--- config.mk ---
export PLATFORM = sky130hd
export DESIGN_NAME = tmr_recovery_ctrl_flat
export DESIGN_NICKNAME = d
export VERILOG_FILES = /design/src/rtl/tmr_recovery_ctrl_if.sv /design/src/rtl/tmr_recovery_ctrl.sv /design/src/flat_wrapper.sv
export SDC_FILE = /design/constraint.sdc
export NUM_CORES = 1
export LEC_CHECK = 0
export ABC_CLOCK_PERIOD_IN_PS = 2530
export BUFFER_PORTS_ARGS = -buffer_cell sky130_fd_sc_hd__buf_2
export CAP_MARGIN = 20
export CORE_MARGIN = 8
export CORE_UTILIZATION = 40
export CTS_CLUSTER_SIZE = 25
export DETAILED_ROUTE_END_ITERATION = 12
export PLACE_DENSITY = 0.66
export SKIP_CTS_REPAIR_TIMING = 1
export SKIP_LAST_GASP = 1
export SLEW_MARGIN = 30
export SYNTH_ARGS = -nofsm -noshare
export SYNTH_HDL_FRONTEND = slang
export SYNTH_SLANG_ARGS = --single-unit
--- constraint.sdc ---
create_clock -name clk -period 2.53 [get_ports clk]
set_input_delay 0.253 -clock clk [delete_from_list [all_inputs] [get_ports clk]]
set_output_delay 0.253 -clock clk [all_outputs]
set_load 0.1 [all_outputs]
--- src/rtl/tmr_recovery_ctrl_if.sv ---
// Voter-side signal bundle for the TMR fault-recovery controller.
// The master drives voter results; the slave (controller) drives recovery commands.
interface tmr_recovery_ctrl_if;
  logic [2:0]  voter_state;
  logic [31:0] pc_voted;
  logic        mem_write_in;
  logic        mem_write_out;
  logic        stall;
  logic [2:0]  resync_req;
  logic        rollback_valid;
  logic [31:0] rollback_pc;
  logic [15:0] single_fault_cnt;
  logic [15:0] rollback_cnt;
  logic        fatal;
  logic [1:0]  ctrl_state;

  modport master (
    output voter_state, pc_voted, mem_write_in,
    input  mem_write_out, stall, resync_req, rollback_valid, rollback_pc,
           single_fault_cnt, rollback_cnt, fatal, ctrl_state
  );

  modport slave (
    input  voter_state, pc_voted, mem_write_in,
    output mem_write_out, stall, resync_req, rollback_valid, rollback_pc,
           single_fault_cnt, rollback_cnt, fatal, ctrl_state
  );
endinterface

--- src/rtl/tmr_recovery_ctrl.sv ---
// Fault-recovery controller for a triple-redundant core: resyncs a single faulty
// core, rolls back to the oldest agreed PC on loss of majority, halts on repeated failure.
module tmr_recovery_ctrl #(
  parameter int unsigned DEPTH           = 4,
  parameter logic [31:0] RESET_PC        = 32'h0000_0000,
  parameter int unsigned RESYNC_CYCLES   = 4,
  parameter int unsigned ROLLBACK_CYCLES = 8,
  parameter int unsigned MAX_RETRY       = 3
) (
  input  logic              clk,
  input  logic              rst_in,
  tmr_recovery_ctrl_if.slave bus
);

  localparam int unsigned PW   = (DEPTH > 1) ? $clog2(DEPTH) : 1;
  localparam int unsigned CW   = $clog2(DEPTH + 1);
  localparam int unsigned RW   = $clog2(MAX_RETRY + 1);
  localparam int unsigned MAXC = (RESYNC_CYCLES > ROLLBACK_CYCLES) ? RESYNC_CYCLES : ROLLBACK_CYCLES;
  localparam int unsigned TW   = (MAXC > 1) ? $clog2(MAXC) : 1;

  typedef enum logic [1:0] {
    ST_RUN      = 2'b00,
    ST_RESYNC   = 2'b01,
    ST_ROLLBACK = 2'b10,
    ST_HALT     = 2'b11
  } state_t;

  state_t         r_state;
  logic [31:0]    r_hist [DEPTH];
  logic [PW-1:0]  r_wr_ptr;
  logic [CW-1:0]  r_count;
  logic [RW-1:0]  r_retry;
  logic [TW-1:0]  r_timer;
  logic           r_stall;
  logic [2:0]     r_resync_req;
  logic           r_rollback_valid;
  logic [31:0]    r_rollback_pc;
  logic [15:0]    r_sfc;
  logic [15:0]    r_rbc;
  logic           r_fatal;

  logic           w_agree;
  logic           w_single;
  logic [2:0]     w_faulty;
  logic [PW-1:0]  w_oldest_idx;

  // Two-bit agreement patterns are impossible for a consistent voter and fall into no-majority.
  always_comb begin
    w_agree  = (bus.voter_state == 3'b111);
    w_single = 1'b1;
    w_faulty = '0;
    unique case (bus.voter_state)
      3'b100:  w_faulty = 3'b100;
      3'b010:  w_faulty = 3'b001;
      3'b001:  w_faulty = 3'b010;
      default: w_single = 1'b0;
    endcase
  end

  // When full, count's low bits are zero so the oldest entry is the one about to be overwritten.
  assign w_oldest_idx = r_wr_ptr - r_count[PW-1:0];

  always_ff @(posedge clk or negedge rst_in) begin
    if (!rst_in) begin
      r_state          <= ST_RUN;
      for (int unsigned i = 0; i < DEPTH; i++) r_hist[i] <= '0;
      r_wr_ptr         <= '0;
      r_count          <= '0;
      r_retry          <= '0;
      r_timer          <= '0;
      r_stall          <= 1'b0;
      r_resync_req     <= '0;
      r_rollback_valid <= 1'b0;
      r_rollback_pc    <= '0;
      r_sfc            <= '0;
      r_rbc            <= '0;
      r_fatal          <= 1'b0;
    end else begin
      r_resync_req     <= '0;
      r_rollback_valid <= 1'b0;
      unique case (r_state)
        ST_RUN: begin
          if (w_agree) begin
            r_hist[r_wr_ptr] <= bus.pc_voted;
            r_wr_ptr         <= r_wr_ptr + PW'(1);
            if (r_count != CW'(DEPTH)) r_count <= r_count + CW'(1);
            r_retry          <= '0;
          end else if (w_single) begin
            r_state      <= ST_RESYNC;
            r_stall      <= 1'b1;
            r_resync_req <= w_faulty;
            r_timer      <= TW'(RESYNC_CYCLES - 1);
            if (r_sfc != '1) r_sfc <= r_sfc + 16'd1;
          end else begin
            r_rollback_pc <= (r_count == '0) ? RESET_PC : r_hist[w_oldest_idx];
            r_count       <= '0;
            r_stall       <= 1'b1;
            if (r_retry == RW'(MAX_RETRY - 1)) begin
              r_state <= ST_HALT;
              r_fatal <= 1'b1;
            end else begin
              r_state          <= ST_ROLLBACK;
              r_retry          <= r_retry + RW'(1);
              r_rollback_valid <= 1'b1;
              r_timer          <= TW'(ROLLBACK_CYCLES - 1);
              if (r_rbc != '1) r_rbc <= r_rbc + 16'd1;
            end
          end
        end
        ST_RESYNC, ST_ROLLBACK: begin
          if (r_timer == '0) begin
            r_state <= ST_RUN;
            r_stall <= 1'b0;
          end else begin
            r_timer <= r_timer - TW'(1);
          end
        end
        ST_HALT: begin
          r_state <= ST_HALT;
        end
        default: r_state <= ST_HALT;
      endcase
    end
  end

  assign bus.mem_write_out    = bus.mem_write_in & (r_state == ST_RUN) & w_agree;
  assign bus.stall            = r_stall;
  assign bus.resync_req       = r_resync_req;
  assign bus.rollback_valid   = r_rollback_valid;
  assign bus.rollback_pc      = r_rollback_pc;
  assign bus.single_fault_cnt = r_sfc;
  assign bus.rollback_cnt     = r_rbc;
  assign bus.fatal            = r_fatal;
  assign bus.ctrl_state       = r_state;

endmodule
--- src/flat_wrapper.sv ---
// flat-port wrapper written by rule: the top's interface ports become plain ports
module tmr_recovery_ctrl_flat 
#(
  parameter int unsigned DEPTH           = 4,
  parameter logic [31:0] RESET_PC        = 32'h0000_0000,
  parameter int unsigned RESYNC_CYCLES   = 4,
  parameter int unsigned ROLLBACK_CYCLES = 8,
  parameter int unsigned MAX_RETRY       = 3
)
  (clk, rst_in, bus_voter_state, bus_pc_voted, bus_mem_write_in, bus_mem_write_out, bus_stall, bus_resync_req, bus_rollback_valid, bus_rollback_pc, bus_single_fault_cnt, bus_rollback_cnt, bus_fatal, bus_ctrl_state);
  tmr_recovery_ctrl_if bus_i ();
  input  logic clk;
  input  logic rst_in;
  input wire logic [$bits(bus_i.voter_state)-1:0] bus_voter_state;
  input wire logic [$bits(bus_i.pc_voted)-1:0] bus_pc_voted;
  input wire logic [$bits(bus_i.mem_write_in)-1:0] bus_mem_write_in;
  output wire logic [$bits(bus_i.mem_write_out)-1:0] bus_mem_write_out;
  output wire logic [$bits(bus_i.stall)-1:0] bus_stall;
  output wire logic [$bits(bus_i.resync_req)-1:0] bus_resync_req;
  output wire logic [$bits(bus_i.rollback_valid)-1:0] bus_rollback_valid;
  output wire logic [$bits(bus_i.rollback_pc)-1:0] bus_rollback_pc;
  output wire logic [$bits(bus_i.single_fault_cnt)-1:0] bus_single_fault_cnt;
  output wire logic [$bits(bus_i.rollback_cnt)-1:0] bus_rollback_cnt;
  output wire logic [$bits(bus_i.fatal)-1:0] bus_fatal;
  output wire logic [$bits(bus_i.ctrl_state)-1:0] bus_ctrl_state;
  assign bus_i.voter_state = bus_voter_state;
  assign bus_i.pc_voted = bus_pc_voted;
  assign bus_i.mem_write_in = bus_mem_write_in;
  assign bus_mem_write_out = bus_i.mem_write_out;
  assign bus_stall = bus_i.stall;
  assign bus_resync_req = bus_i.resync_req;
  assign bus_rollback_valid = bus_i.rollback_valid;
  assign bus_rollback_pc = bus_i.rollback_pc;
  assign bus_single_fault_cnt = bus_i.single_fault_cnt;
  assign bus_rollback_cnt = bus_i.rollback_cnt;
  assign bus_fatal = bus_i.fatal;
  assign bus_ctrl_state = bus_i.ctrl_state;
  tmr_recovery_ctrl #(.DEPTH(DEPTH), .RESET_PC(RESET_PC), .RESYNC_CYCLES(RESYNC_CYCLES), .ROLLBACK_CYCLES(ROLLBACK_CYCLES), .MAX_RETRY(MAX_RETRY)) u_core (.clk(clk), .rst_in(rst_in), .bus(bus_i));
endmodule
Word level (Yosys, flattened, before mapping)
Cells that the tools add are included.
{"block": "classes", "addsub": 7, "magnitude_cmp": 3, "eq_ne": 18, "mux": 35, "bitwise_logic": 7, "reduce_logical": 17}
{"op": "128-bit bitwise mux", "n": 1}
{"op": "32-bit two-way mux", "n": 4}
{"op": "32-bit binary-select mux with 2-bit select", "n": 1}
{"op": "32-bit demux with 2-bit select", "n": 1}
{"op": "16-bit by 1-bit adder with 16-bit output (second input constant)", "n": 2}
{"op": "16-bit != test (second input constant)", "n": 2}
{"op": "3-bit two-way mux", "n": 10}
{"op": "2-bit two-way mux", "n": 6}
{"op": "3-bit AND reduction", "n": 4}
{"op": "4-bit AND reduction", "n": 3}
{"op": "3-bit case mux with 3 select lines", "n": 1}
{"op": "1-bit two-way mux", "n": 8}
{"op": "2-bit == test (second input constant)", "n": 3}
{"op": "3-bit == test (second input constant)", "n": 2}
{"op": "3-bit greater-or-equal comparator (second input constant)", "n": 2}
{"op": "3-bit logical NOT", "n": 2}
{"op": "2-bit by 1-bit != test with 1-bit output (second input constant)", "n": 3}
{"op": "2-bit != test (second input constant)", "n": 3}
{"op": "2-bit NOT with 3-bit output", "n": 2}
{"op": "2-bit case mux with 3 select lines", "n": 1}
{"op": "3-bit case mux with 2 select lines", "n": 1}
{"op": "5-bit AND reduction", "n": 1}
{"op": "2-bit by 1-bit adder with 2-bit output (second input constant)", "n": 2}
{"op": "2-bit AND reduction", "n": 2}
{"op": "other kinds (17)", "n": 20}
{"block": "word_totals", "regBits": 210, "inputBits": 38, "output_inout_bits": 73, "word_cells": 103}

Depth between registers and ports, before layout
Gate-level depths: netlist of the first run.
{"block": "depth", "depth_word": 6, "mapped_depth": 8, "mapped_depth_nobuf": 7}

Worst setup path before layout of the first run
Ideal clock, no wire load.
{"block": "synth_path", "path_type": "register to output", "from": "register u_core.r_state[0], in the netlist u_core.bus.ctrl_state[0]", "to": "output port bus_mem_write_out", "arrival_time_ns": 2.384, "required_time_ns": 2.277, "setup_slack_ns": -0.107, "stages_incl_launch_ff": 6, "n_path_buf": 2, "path_cell_list": "dfrtp_1 -> inv_1 -> ha_1 -> clkbuf_1 -> clkbuf_1 -> and3_1"}
{"block": "synth_via", "elab_chain_len": 3}
{"item": "from (decl)", "line": "tmr_recovery_ctrl.sv:28", "rtl": "state_t r_state;"}
{"item": "from (signal assigned)", "line": "tmr_recovery_ctrl.sv:65", "rtl": "r_state <= ST_RUN;"}
{"item": "from (signal assigned)", "line": "tmr_recovery_ctrl.sv:89", "rtl": "r_state <= ST_RESYNC;"}
{"item": "from (signal assigned)", "line": "tmr_recovery_ctrl.sv:99", "rtl": "r_state <= ST_HALT;"}
{"item": "2-bit logical NOT", "line": "tmr_recovery_ctrl.sv:126", "rtl": "assign bus.mem_write_out = bus.mem_write_in & (r_state == ST_RUN) & w_agree;"}
{"item": "1-bit AND (2 in series)", "line": "tmr_recovery_ctrl.sv:126"}
{"item": "to (decl)", "line": "flat_wrapper.sv:17", "rtl": "output wire logic [$bits(bus_i.mem_write_out)-1:0] bus_mem_write_out;"}
No other way between the ends.

Final worst setup path of the first run
Same ends and word-level chain as after synthesis.

==> results of run 1 <==
-- sequential cells by signal, indices dropped and copies added (netlist names) --
| name | count |
|---|---|
| u_core.r_retry | 2 |
| u_core.r_timer | 3 |
| u_core.bus.resync_req | 3 |
| u_core.bus.stall | 1 |
| u_core.bus.ctrl_state | 2 |
| u_core.bus.single_fault_cnt | 16 |
| u_core.r_wr_ptr | 2 |
| u_core.r_count | 3 |
| u_core.bus.rollback_cnt | 16 |
| u_core.bus.rollback_pc | 32 |
| u_core.r_hist | 128 |
| u_core.bus.rollback_valid | 1 |
| u_core.bus.fatal | 1 |
-- metrics by stage --
stage,power [µW],cells,instance area [µm²]
6_report,15600,1122,11100
5_1_grt,16500,1122,11100
4_1_cts,15800,1118,11000
3_5_place_dp,12400,1076,10300
3_3_place_gp,12200,1076,10300
2_1_floorplan,10900,696,9280
-- placed cells by master (no fill, tap or decap), types with 4 or more instances in the layout --
cell type	instances
sky130_fd_sc_hd__nand3_1	20
sky130_fd_sc_hd__buf_2	109
sky130_fd_sc_hd__clkbuf_1	4
sky130_fd_sc_hd__buf_4	14
sky130_fd_sc_hd__xor2_1	4
sky130_fd_sc_hd__dlygate4sd3_1	4
sky130_fd_sc_hd__nor2_1	12
sky130_fd_sc_hd__a21oi_1	4
sky130_fd_sc_hd__buf_12	6
sky130_fd_sc_hd__mux2i_1	65
sky130_fd_sc_hd__clkinv_2	5
sky130_fd_sc_hd__dfrtp_1	209
sky130_fd_sc_hd__clkbuf_8	8
sky130_fd_sc_hd__o221ai_1	33
sky130_fd_sc_hd__nor3_1	4
sky130_fd_sc_hd__ha_1	14
sky130_fd_sc_hd__inv_1	16
sky130_fd_sc_hd__clkbuf_16	25
sky130_fd_sc_hd__nand2_2	4
sky130_fd_sc_hd__xnor2_1	27
sky130_fd_sc_hd__and3_1	7
sky130_fd_sc_hd__o21ai_0	6
sky130_fd_sc_hd__nand4_1	13
sky130_fd_sc_hd__nand2_1	50
sky130_fd_sc_hd__mux2_2	132
-- how the worst max path moves through the flow --
| stage | start | end | slack (ps) | cells past startpoint |
|---|---|---|---|---|
| detailed placement | u_core.r_wr_ptr[0] | u_core.bus.rollback_pc[24] | 220 | 7 |
| global route | u_core.r_wr_ptr[0] | u_core.bus.rollback_pc[28] | 60 | 7 |
| finish | u_core.bus.ctrl_state[0] | bus_mem_write_out | 190 | 4 |
| global placement | u_core.r_wr_ptr[0] | u_core.bus.rollback_pc[0] | 290 | 7 |
| floorplan | u_core.bus.ctrl_state[1] | u_core.r_hist[100] | 4 | 8 |
| CTS | u_core.bus.ctrl_state[0] | bus_mem_write_out | 140 | 4 |
-- final cells by class --
class	count	area (µm²)	share of cell area
Sequential cell	210	5260	0.475
Multi-Input combinational cell	435	3810	0.344
Timing Repair Buffer	134	825	0.0744
Clock buffer	36	737	0.0665
Tap cell	285	357	0.0322
Inverter	16	60.1	0.00542
Clock inverter	6	36.3	0.00328
-- worst max-delay path, stage by stage (launching register included) --
cell	delay, ps
sky130_fd_sc_hd__dfrtp_2	420
sky130_fd_sc_hd__inv_1	60
sky130_fd_sc_hd__ha_1	400
sky130_fd_sc_hd__and3_2	260
sky130_fd_sc_hd__buf_2	420
-- kinds of logic after synthesis --
logic type               after synthesis  share of synthesized area
AND/OR/NAND/NOR                      128                     0.0699
adder cells (fa/ha/maj)               16                     0.0210
flip-flops                           210                      0.566
multiplexers                         197                      0.230
AO/OA/AOI/OAI                         61                     0.0530
XOR/XNOR                              33                     0.0336
buffers and inverters                 51                     0.0259
-- per-layer routing --
layer	vias up	global-route usage	share of wire
li1	2787	-	-
met4	4	0.0322	0.020
met2	113	0.233	0.48
met1	3016	0.183	0.44
met3	31	0.0393	0.055
met5	-	0	0.0011
-- power by group through the flow --
stage               Sequential (µW)  Clock, µW  Combinational [µW]
detailed placement             5410          0                6980
finish                         5360       3330                6900
CTS                            5370       3450                6990
floorplan                      7850          0                3090
global route                   5530       3570                7360
global placement               5400          0                6850
==> flow_results.org, run 1 <==
** Global route
- After global routing the overflow that remains totals 0.
- Entering global routing, the biggest net connects 77 pins.
- In the global route stage, overall resource usage came out at 0.142.
- The via count of the first global-routing pass was 6168.
- The number of antenna violations at the first check in global routing was 2.
- Wire length of the first global-routing pass :: 33000 µm

** Detailed routing
- Dividing the detail-routed wire length by the instance count gives 17.9 µm.
- In the routed design, unresolved DRC markers number 0.
- Via density per instance :: 5.30
- For this block, the via count after detailed routing is 5951.
- In this run, the number of DRC markers left after iteration 0 of detailed routing was around 300.
- Aggregate routed wire length :: about 20000 µm
- Final antenna-violating net count :: 0
- The first TritonRoute pass finished after 4 iterations.

** Worst setup path
- The worst setup path is of the reg2out kind.
- In this run the register-to-register setup slack is 240 ps.
- STA classifies the critical path startpoint as a register.
- STA puts the critical path data required time at 2280 ps.
- The worst register-to-register path ends at u_core.bus.rollback_pc[24].
- Critical path fanouts, max :: 13
- STA classifies the critical path endpoint as a primary output.
- Number of cells on the worst reg-to-reg path :: 7
- Data on the critical path arrives at its endpoint at 2080 ps.
- Worst reg2reg startpoint :: u_core.r_wr_ptr[0]

** Synth
- In the synthesized netlist the dominant register cell turns out to be sky130_fd_sc_hd__dfrtp_1.
- Of the post-synthesis cell area, the dominant cell type holds 0.566.
- In this run, synthesis produced a sequential element count of 210.
- By instance count, the leading cell after synthesis is sky130_fd_sc_hd__dfrtp_1.
- The share of the Yosys chip area taken by registers is 0.566.
- Library cell with the largest summed area after synthesis :: sky130_fd_sc_hd__dfrtp_1
- EDFF count, synth :: 0
- Counting distinct cell types in the post-synthesis netlist gives 52.
- Synth top cells by count :: sky130_fd_sc_hd__dfrtp_1, sky130_fd_sc_hd__mux2_2, sky130_fd_sc_hd__mux2i_1
- Synthesis produced a netlist with a net count of approximately 750.
- Each instance of the synthesized netlist takes up on average 13.3 µm².
- Ranking of synthesized cells by area :: sky130_fd_sc_hd__dfrtp_1, sky130_fd_sc_hd__mux2_2, sky130_fd_sc_hd__mux2i_1
- Warning count from the yosys run :: 0
- After technology mapping, the gate count stands at 696.
- Post-synthesis instance area :: 9280 µm²
- Of all flip-flops after synthesis, the portion carrying an async set or reset was 1.00.

** Floorplan
- Die height :: around 170 µm
- Core footprint :: 22700 µm²
- Number of core rows :: 55
- In this run the count of I/O pins placed on the die edge is 111.
- The die is roughly 170 µm wide.
- The die covers 28300 µm².
- For this configuration, the core starts out at a cell density of 0.409.

** Clocking
- Sinks on Clock Net :: 210
- Maximum root-to-sink buffer count :: 3
- At the later pin of the worst-skew pair, clock insertion delay measures 510 ps.
- The cell sitting at the root of the clock tree is a sky130_fd_sc_hd__clkbuf_16.
- In this run the number of H-tree levels came out at 1.
- Clock tree synthesis inserted a total of 24 buffers.
- TritonCTS built the clock tree.
- Worst-path clk slew :: 60 ps

** Timing
- Derived from the worst setup path, the maximum achievable clock frequency is 0.428 GHz.
- Max-slew headroom :: 0.529
- Summed negative setup slack over all endpoints :: 0 ps
- After layout, the minimum clock period comes to 2340 ps.
- Of the available clock period, the critical path in the final layout requires 0.924.
- Finish-stage setup viols :: 0
- Hold timing on the final database bottoms out at a slack of 18.3 ps.
- Final Hold Viols :: 0
- Actual slew at the worst max-slew pin :: 707 ps
- Skew final :: between 20 and 25 ps
- Setup repair after global routing left no endpoint under its margin.
- Across all setup checks in the final design, the least slack found is ~190 ps.
- Pins Over Slew Limit :: 0

** Placed design
- Post-place setup slack :: 224 ps
- The count of buffers added on input and output ports is 110.
- Final RePlAce weighted congestion :: 0.768
- HPWL reported at the end of detailed placement :: between 10000 and 15000 µm

** Worst hold path
- The min-delay analysis places its worst path in the category in2reg.
- The path with the worst hold slack has its endpoint at u_core.r_hist[124].
- Hold Crit Depth :: 2
- Startpoint of the lowest-slack hold path :: bus_pc_voted[28]

** Power and ir drop
- Clock share of power :: 0.214
- In this run the power spent charging and discharging nets is 6720 µW.
- The worst-case IR drop observed on VDD is 0.000942 V.
- Power spread over the standard cell area amounts to about 1400 nW/µm².
- Share of total power in combinational logic :: 0.443
- Switching Fraction :: 0.431
- Leakage power figure :: about 0.0055 µW
- The share of total power dissipated in sequential elements is 0.344.
- Internal Pwr Total :: 8870 µW

** Final layout
- Post-layout net count :: 873
- Layout-stage area growth over the synthesis result :: 19.4%
- At the end of the flow the core is filled with cells to 0.488.
- Number of filler cells placed in the layout :: 2058
- Number of antenna cells inserted :: 0
- Of the cells placed in the final design, the portion with a size suffix greater than 1 is 0.379.

** Run status
- Outcome :: complete, no violations

** Run
- The tool flagged a number of max-cap violations equal to 0.
No activity file was read; power rests on OpenSTA's default activity.
==> run 2, diff against run 1 <==
--- a/config.mk
+++ b/config.mk
@@ -9,10 +9,10 @@
 export BUFFER_PORTS_ARGS = -buffer_cell sky130_fd_sc_hd__buf_2
 export CAP_MARGIN = 20
 export CORE_MARGIN = 8
-export CORE_UTILIZATION = 40
+export CORE_UTILIZATION = 50
 export CTS_CLUSTER_SIZE = 25
 export DETAILED_ROUTE_END_ITERATION = 12
-export PLACE_DENSITY = 0.66
+export PLACE_DENSITY = 0.78
 export SKIP_CTS_REPAIR_TIMING = 1
 export SKIP_LAST_GASP = 1
 export SLEW_MARGIN = 30
==> flow_results.org, run 2 (same netlist as run 1, synthesis figures left out) <==
** Global route
- Wire length of the first global-routing pass :: 32800 µm
- Number of global-route vias before repair :: between 6000 and 7000
- met2 is the most crowded layer.
- GRT overflow :: 0
- The number of antenna violations at the first check in global routing is 0.
- Largest net degree at the start of global routing :: 81
- Across every metal layer, demand over resource in global routing totals 0.170.
- For this run, global-route usage on met3 was measured as 0.0349.
- In the global route stage, met2 resource usage came out at 0.294.
- Met1 GRT Util :: 0.217

** Worst setup path
- Setup crit start kind :: register
- For the worst flop-to-flop path, the logic depth is 7.
- The endpoint identified for the worst register-to-register timing path is u_core.bus.rollback_pc[10].
- By startpoint and endpoint, the worst setup path is classified as reg2out.
- Critical path fanouts, max :: 12
- Required time of the critical path :: 2280 ps
- CP Launch Point :: u_core.bus.ctrl_state[0]
- The startpoint identified for the worst register-to-register timing path is u_core.r_wr_ptr[0].
- R2R Setup Slk :: ~370 ps
- Data arrives at the worst endpoint at 2000 ps.
- End point of the critical path :: bus_mem_write_out
- Critical path endpoint category :: primary output

** Timing
- Setup repair after global routing missed its margin :: false
- The final count of pins violating max slew is 0.
- The number of hold violations in the final report was 0.
- Finish-stage setup viols :: 0
- Headroom to the max-slew limit came out at 0.589.
- Actual slew at the worst max-slew pin :: roughly 610 ps
- Skew final :: 9.76 ps
- FMAX :: 0.444 GHz
- Post-route clock period utilization :: 0.891
- Summed negative setup slack over all endpoints :: 0 ps
- Crit path time final :: between 2000 and 2500 ps

** Detailed routing
- The final route contains slightly below 6000 vias.
- Final antenna-violating net count :: 0
- Via density per instance :: 5.57
- First-pass iteration count of the detailed router :: 6
- Detail-routed net length per standard cell :: around 19 µm
- In this run, the number of DRC markers left after iteration 0 of detailed routing was 311.
- Aggregate routed wire length :: 19800 µm
- Total DRC errors in the routed layout :: 0

** Placed design
- HPWL reported at the end of detailed placement :: 12700 µm
- In this run the tool buffered the top-level ports with 110 buffer cells.
- Summing all placed instances gives a cell area of 10200 µm².
- Final RePlAce weighted congestion :: approximately 0.77

** Final layout
- The register with the most flip-flops in the layout has 128 of them.
- Post-layout net count :: 869
- Commonest cells after routing, fill and taps aside :: sky130_fd_sc_hd__dfrtp_1, sky130_fd_sc_hd__mux2_2, sky130_fd_sc_hd__buf_2
- Register containing the most flip-flops in the final layout :: u_core.r_hist
- Non-Filler Cell Area, Final :: ~11000 µm²
- The multi-input combinational cells in the finished layout cover a total of 3800 µm².
- The area growth from synthesis to layout is 18.6%.
- Summing all flip-flop and latch instances after layout gives 5260 µm².
- In the final layout, the share of cells above drive strength 1 is 0.373.
- Counting the fill cells in the layout gives around 1500.
- The repair_antennas step left the layout with diodes totalling 0.
- The library cell used most frequently in the layout, excluding fill and tap cells, is sky130_fd_sc_hd__dfrtp_1.

** Power and ir drop
- The analysis attributes to cell leakage a power of roughly 0.0055 µW.
- For this design the ratio of total power to cell area is around 1400 nW/µm².
- VDD sags by at most 0.00131 V.

** Clocking
- TritonCTS built the clock tree.
- CTS placed an instance of sky130_fd_sc_hd__clkbuf_16 at the clock tree root.
- CTS built an H-tree with a depth of 1.
- Sinks on Clock Net :: 210
- Worst-path clk slew :: ~60 ps
- Clock latency on the worst-skew pair, taken at its later pin, is 500 ps.
- No sink is reached through more buffers than the 3 on the longest clock path.
- Total CTS buffers :: 23

** Floorplan
- The floorplan step set the die height to 152 µm.
- For this configuration, the core starts out at a cell density of 0.503.
- The total area inside the core boundary comes to 18500 µm².
- Count of boundary I/O pins :: around 110
- Number of core rows :: 50
- Die X-Extent :: 152 µm
- DIE AREA :: 23200 µm²

** Worst hold path
- Startpoint of the lowest-slack hold path :: bus_pc_voted[3]
- The worst hold path belongs to the class in2reg.

** Run status
- The flow ran to the end, and the final reports show no timing, DRC or antenna violations.

** Run
- The tool flagged a number of max-cap violations equal to 0.
run 2: routing by layer:
layer | up-vias | routed length [µm]
met3 | 25 | 954
met5 | - | 0
met2 | 129 | 9680
met1 | 3013 | 8930
met4 | 0 | 277
li1 | 2763 | -
run 2: how the worst min path moves through the flow:
stage	slack [ps]	endpoint	cells after the start
3_5_place_dp	230	u_core.bus.resync_req[2]	1
2_1_floorplan	-40	u_core.bus.ctrl_state[0]	0
3_3_place_gp	220	u_core.bus.resync_req[2]	1
6_report	30	u_core.r_hist[67]	2
5_1_grt	20	u_core.r_hist[122]	2
4_1_cts	-300	u_core.bus.resync_req[2]	1
run 2: where the power goes:
group	total, µW	switching (µW)	internal (µW)
clock network	3510	1290	2220
logic	6860	4650	2210
registers	5400	761	4640
run 2: metrics by stage:
step	power (µW)	util	hold slack, ps	worst slack [ps]	cells
finish	15800	0.596	27.3	276	1065
global route	16600	0.596	23.8	145	1065
CTS	15900	0.595	-303	36.6	1064
detailed placement	12300	0.552	225	408	1025
global placement	12100	0.552	223	390	1025
floorplan	10900	-	-42.6	4.42	696
run 2: layout make-up:
class | count | area share
repair buffers | 131 | 0.0724
clock buffers | 33 | 0.0603
well taps | 234 | 0.0266
clock inverters | 6 | 0.0122
multi-input cells | 435 | 0.345
flip-flops and latches | 210 | 0.478
inverters | 16 | 0.00546
run 2: worst max-delay path, stage by stage (launching register included):
cell and delay (ps):
sky130_fd_sc_hd__dfrtp_2 420, sky130_fd_sc_hd__inv_1 60, sky130_fd_sc_hd__ha_2 300, sky130_fd_sc_hd__buf_4 200, sky130_fd_sc_hd__and3_2 190, sky130_fd_sc_hd__clkbuf_4 320
